File: src/rtl/systolic_result_drain.sv
// Reads the accumulator array row by row after compute_done and streams rows as LANES-wide beats.
// Define RESULT_SAT_EN for signed saturation of each element and a sat_seen flag.
module systolic_result_drain #(
    parameter int ARRAY_SIZE = 32,
    parameter int ACC_WIDTH  = 32,
    parameter int OUT_WIDTH  = 16,
    parameter int LANES      = 4,
    parameter int ROW_W      = (ARRAY_SIZE > 1) ? $clog2(ARRAY_SIZE) : 1
) (
    input  logic                            clk,
    input  logic                            rst,
    input  logic                            compute_done,
    input  logic                            err_clr,
    output logic                            drain_busy,
    output logic                            acc_rd_en,
    output logic [ROW_W-1:0]                acc_rd_row,
    input  logic [ARRAY_SIZE*ACC_WIDTH-1:0] acc_rd_data,
    output logic                            out_valid,
    input  logic                            out_ready,
    output logic [LANES*OUT_WIDTH-1:0]      out_data,
    output logic [ROW_W-1:0]                out_row,
    output logic                            out_row_last,
    output logic                            out_last,
    output logic                            drain_done,
`ifdef RESULT_SAT_EN
    output logic                            sat_seen,
`endif
    output logic                            overrun_err
);

    localparam int BEATS     = ARRAY_SIZE / LANES;
    localparam int BEAT_W    = (BEATS > 1) ? $clog2(BEATS) : 1;
    localparam int BEAT_BITS = LANES * OUT_WIDTH;
    localparam int BUF_BITS  = ARRAY_SIZE * OUT_WIDTH;

    typedef enum logic [2:0] {
        IDLE,
        FETCH,
        CAPTURE,
        STREAM,
        DONE
    } state_t;

    state_t              state_q, state_d;
    logic [ROW_W-1:0]    row_q, row_d;
    logic [BEAT_W-1:0]   beat_q, beat_d;
    logic [BUF_BITS-1:0] buf_q, buf_d;
    logic                ovr_q, ovr_d;
    logic [BUF_BITS-1:0] conv_row;
    logic                row_sat;
    logic                row_is_last;
    logic                beat_is_last;

    // The buffer holds already-converted elements, so only OUT_WIDTH bits per column are kept.
`ifdef RESULT_SAT_EN
    localparam logic [ACC_WIDTH-1:0] SMAX =
        {{(ACC_WIDTH-OUT_WIDTH+1){1'b0}}, {(OUT_WIDTH-1){1'b1}}};
    localparam logic [ACC_WIDTH-1:0] SMIN =
        {{(ACC_WIDTH-OUT_WIDTH+1){1'b1}}, {(OUT_WIDTH-1){1'b0}}};
    logic [ACC_WIDTH-1:0] elem;
    logic                 sat_q, sat_d;

    always_comb begin
        conv_row = '0;
        row_sat  = 1'b0;
        elem     = '0;
        for (int c = 0; c < ARRAY_SIZE; c++) begin
            elem = acc_rd_data[c*ACC_WIDTH +: ACC_WIDTH];
            if ($signed(elem) > $signed(SMAX)) begin
                conv_row[c*OUT_WIDTH +: OUT_WIDTH] = {1'b0, {(OUT_WIDTH-1){1'b1}}};
                row_sat = 1'b1;
            end else if ($signed(elem) < $signed(SMIN)) begin
                conv_row[c*OUT_WIDTH +: OUT_WIDTH] = {1'b1, {(OUT_WIDTH-1){1'b0}}};
                row_sat = 1'b1;
            end else begin
                conv_row[c*OUT_WIDTH +: OUT_WIDTH] = elem[OUT_WIDTH-1:0];
            end
        end
    end

    always_comb begin
        sat_d = sat_q;
        if (state_q == IDLE && compute_done) sat_d = 1'b0;
        else if (state_q == CAPTURE && row_sat) sat_d = 1'b1;
    end

    always_ff @(posedge clk or posedge rst) begin
        if (rst) sat_q <= 1'b0;
        else     sat_q <= sat_d;
    end

    assign sat_seen = sat_q;
`else
    logic unused_acc_bits;

    always_comb begin
        conv_row = '0;
        row_sat  = 1'b0;
        for (int c = 0; c < ARRAY_SIZE; c++) begin
            conv_row[c*OUT_WIDTH +: OUT_WIDTH] = acc_rd_data[c*ACC_WIDTH +: OUT_WIDTH];
        end
    end

    assign unused_acc_bits = ^{acc_rd_data, row_sat};
`endif

    assign row_is_last  = (row_q == ROW_W'(ARRAY_SIZE - 1));
    assign beat_is_last = (beat_q == BEAT_W'(BEATS - 1));

    always_comb begin
        state_d    = state_q;
        row_d      = row_q;
        beat_d     = beat_q;
        buf_d      = buf_q;
        acc_rd_en  = 1'b0;
        out_valid  = 1'b0;
        drain_done = 1'b0;
        unique case (state_q)
            IDLE: begin
                if (compute_done) begin
                    state_d = FETCH;
                    row_d   = '0;
                    beat_d  = '0;
                end
            end
            FETCH: begin
                acc_rd_en = 1'b1;
                state_d   = CAPTURE;
            end
            CAPTURE: begin
                buf_d   = conv_row;
                beat_d  = '0;
                state_d = STREAM;
            end
            STREAM: begin
                out_valid = 1'b1;
                if (out_ready) begin
                    if (!beat_is_last) begin
                        beat_d = beat_q + BEAT_W'(1);
                    end else if (!row_is_last) begin
                        row_d   = row_q + ROW_W'(1);
                        state_d = FETCH;
                    end else begin
                        state_d = DONE;
                    end
                end
            end
            DONE: begin
                drain_done = 1'b1;
                state_d    = IDLE;
            end
            default: state_d = IDLE;
        endcase
    end

    // Set has priority over clear so a simultaneous overrun is never lost.
    always_comb begin
        ovr_d = ovr_q;
        if (err_clr) ovr_d = 1'b0;
        if (compute_done && state_q != IDLE) ovr_d = 1'b1;
    end

    always_ff @(posedge clk or posedge rst) begin
        if (rst) begin
            state_q <= IDLE;
            row_q   <= '0;
            beat_q  <= '0;
            buf_q   <= '0;
            ovr_q   <= 1'b0;
        end else begin
            state_q <= state_d;
            row_q   <= row_d;
            beat_q  <= beat_d;
            buf_q   <= buf_d;
            ovr_q   <= ovr_d;
        end
    end

    assign drain_busy   = (state_q != IDLE);
    assign acc_rd_row   = row_q;
    assign out_data     = buf_q[int'(beat_q)*BEAT_BITS +: BEAT_BITS];
    assign out_row      = row_q;
    assign out_row_last = beat_is_last;
    assign out_last     = beat_is_last && row_is_last;
    assign overrun_err  = ovr_q;

endmodule

File: config.mk
export PLATFORM = sky130hd
export DESIGN_NAME = systolic_result_drain
export DESIGN_NICKNAME = d
export VERILOG_FILES = /design/src/rtl/systolic_result_drain.sv
export SDC_FILE = /design/constraint.sdc
export NUM_CORES = 1
export LEC_CHECK = 0
export ABC_AREA = 1
export BUFFER_PORTS_ARGS = -buffer_cell sky130_fd_sc_hd__buf_2
export CAP_MARGIN = 25
export CORE_AREA = 2 2 429 431
export CTS_BUF_LIST = sky130_fd_sc_hd__clkbuf_2
export DETAILED_ROUTE_END_ITERATION = 10
export DIE_AREA = 0 0 431 433
export GPL_TIMING_DRIVEN = 0
export SLEW_MARGIN = 20
export SYNTH_ARGS = -nofsm -noshare
export SYNTH_HDL_FRONTEND = slang
export SYNTH_SLANG_ARGS = --single-unit
File: constraint.sdc
create_clock -name clk -period 15.9 [get_ports clk]
set_clock_uncertainty 0.05 [all_clocks]
set_input_delay 0.795 -clock clk [delete_from_list [all_inputs] [get_ports clk]]
set_output_delay 0.795 -clock clk [all_outputs]
set_load 0.005 [all_outputs]
==> run_results.csv <==
group,metric,value,unit
worst_hold_path,min_to,"buf_q[281]",
floorplan,io_pins,1110,
worst_hold_path,hp-start,"acc_rd_data[553]",
worst_setup_path,arrival,5.27,ns
sta,fmax,164,MHz
worst_setup_path,r2r_slack,13.24,ns
sta,worstMarginPinSlew,1.23,ns
synthesis,synth_cell_types,24,
route,drt_iter0_drc,1920,
grt,grt_overflow,0,
floorplan,core,0.182,mm^2
synthesis,synth.ff_latch_count,524,
placed_design,placed_area,0.0306,mm^2
synthesis,ys.warnings.count,0,
sta,rsz0062_at_grt,"no",
sta,worst_slew_margin_rel,18.0,%
synthesis,syn_area_per_cell,10.5,um^2
clock_tree,clock_sinks,524,
layout,fin_area,0.0427,mm^2
clock_tree,ctsRootBufferMaster,"clkbuf_2",
floorplan,start_util,13.4,%
layout,fillers,19300,
power_and_ir_drop,power_density,169,mW/mm^2
route,wl_per_cell,22.5,um
worst_setup_path,worstSetupPathType,"register to output port",
floorplan,die-area,0.187,mm^2
worst_setup_path,worstPathMaxFanout,10,
route,vias_per_cell,3.97,
clock_tree,clock_latency,1.68,ns
route,drc,0,
layout,drive_gt1_share,23.9,%
layout,num-nets-final,5171,
job,cap_violations,0,
sta,fin_ws,9.79,ns
route,num_vias,26600,
synthesis,synth_cells,2317,
sta,min_period_over_period,38.5,%
clock_tree,cts_tree,"yes",
clock_tree,ctsResizeCount,0,
sta,setup_viol,0,
sta,holdWs,0.330,ns
worst_setup_path,cp.required,15.06,ns
grt,grt_pass1_vias,28300,
floorplan,rows,157,
worst_setup_path,worstSetupEndpointType,"output port",
layout,syn2layout_area_growth,75.2,%
sta,fin_crit,6.11,ns
power_and_ir_drop,irDropWorstVdd,0.0720,mV
worst_hold_path,whs_path_depth,4,
worst_setup_path,reg2regPathDepth,6,
synthesis,synth_area,0.0244,mm^2
placed_design,pre_cts_ws,11.39,ns
worst_setup_path,startpoint_type,"register",
worst_setup_path,reg2reg_from,"beat_q[0]",
placed_design,dp.final_hpwl,109,mm
floorplan,die_h,433,um
grt,grt_pass1_wl,205,mm
worst_hold_path,min_path_type,"input port to register",
grt,grt_max_degree,99,
route,first_pass_iters,5,
floorplan,dieWidth,431,um
worst_setup_path,r2r_end,"beat_q[0]",
placed_design,gp_congestion,0.899,
placed_design,io_buffer_count,597,
route,wl,151,mm
clock_tree,h-tree-depth,4,
sta,slew_viol_final,0,
run_status,outcome,"complete, no violations",
grt,antenna_found_initial,68,
synthesis,yosysSeqAreaShare,53.8,%
power_and_ir_drop,leakage,18.9,nW
sta,final-hold-violation-count,0,
grt,grt_use_total,15.7,%
route,antenna_left,0,
clock_tree,cts_inserted_buffers,158,
clock_tree,clk_pin_slew,0.11,ns
clock_tree,cts_max_path_buffers,3,
synthesis,synth_fp_nets,3350,
cell usage in the layout, fill, tap and decap left out, drive strengths merged:
master and instances:
clkinv 49, clkbuf 277, nor3b 1, mux2 448, ha 4, diode 61, o21bai 5, nand3b 4
nand2 228, o21ai 387, nand3 4, nor3 1, inv 90, clkinvlp 3, dfrtp 524, a21oi 128
buf 717, nor2 334, dlygate4sd3 1053, bufinv 1
per-layer routing:
| layer | part of all wire (%) | wire (um) | vias up | track usage [%] |
|---|---|---|---|---|
| li1 | - | - | 11600 | - |
| met1 | 40 | 60000 | 13100 | 18.6 |
| met2 | 47 | 70700 | 1399 | 25.6 |
| met3 | 6.6 | 9890 | 503 | 3.81 |
| met4 | 6.6 | 9860 | 20 | 9.73 |
| met5 | 0.088 | 132 | - | 0 |
worst max-delay path, cell delays in order (launching register included):
cell,delay (ns)
dfrtp_1,0.35
buf_2,0.51
buf_6,0.38
clkbuf_1,0.91
o21ai_0,0.68
o21ai_0,0.26
nand2_1,0.12
nand2_1,0.09
buf_2,0.24
registers in the layout, summed over array words and instances (netlist names):
signal and cells:
overrun_err 1, state_q 3, beat_q 3, acc_rd_row 5, buf_q 512
report_power, final:
part           internal, W  total [W]  leakage, nW  switching, W
registers          0.00201    0.00242         6.08      0.000412
logic              0.00133    0.00367         11.8       0.00233
clock network     0.000406    0.00113         1.08      0.000727
total              0.00375    0.00722         18.9       0.00347
stage by stage:
stage,utilization [%],cells,total power (W),setup TNS (ns)
after floorplan,-,2317,0.00400,0
after global placement,16.7,5299,0.00578,-3576.00
after detailed placement,16.8,5310,0.00584,0
after CTS,23.4,6643,0.00724,0
after global routing,23.4,6681,0.00772,0
final,23.5,6704,0.00722,0
timing repair:
| item | CTS | global route |
|---|---|---|
| hold endpoints to repair | 967 | 0 |
| hold buffers | 1053 | 0 |
| buffers inserted | 0 | 0 |
area by class of cell:
class,instances,area (um^2),area share (%)
repair buffers,1661,13700,32.2
clock inverters,61,344,0.805
flip-flops and latches,524,13100,30.7
plain buffers,167,1060,2.49
well taps,2385,2980,6.99
clock buffers,219,1100,2.57
inverters,82,315,0.738
multi-input cells,1544,9900,23.2
diodes,61,153,0.357
worst max path at each step:
stage / end / slack [ns] / startpoint / depth (start not counted)
2_1_floorplan: acc_rd_row[0] / 0.41 / rst / 1
5_1_grt: out_data[63] / 9.49 / beat_q[0] / 10
3_3_place_gp: buf_q[115] / -7.00 / rst / 2
3_5_place_dp: out_data[48] / 11.39 / beat_q[0] / 10
6_report: out_data[60] / 9.79 / beat_q[0] / 8
4_1_cts: out_data[48] / 9.37 / beat_q[0] / 10
cell usage after synthesis, drive strengths merged:
cell type / count / area [um^2]
nand2: 228 / 863
nand3: 4 / 20.0
o21ai: 387 / 1940
inv: 82 / 308
nor2: 334 / 1270
o21bai: 5 / 37.5
buf: 109 / 843
nand3b: 4 / 30.0
clkbuf: 58 / 220
nor3: 1 / 5.00
nor3b: 1 / 7.51
ha: 4 / 50.1
dfrtp: 524 / 13100
a21oi: 128 / 641
mux2: 448 / 5040
kinds of logic after synthesis:
family / synth area share (%)
compound gates: 10.7
fa+ha+maj: 0.205
buf+inv: 5.62
flops: 53.8
mux: 20.7
simple gates: 9.00
No activity file was read; power rests on OpenSTA's default activity.
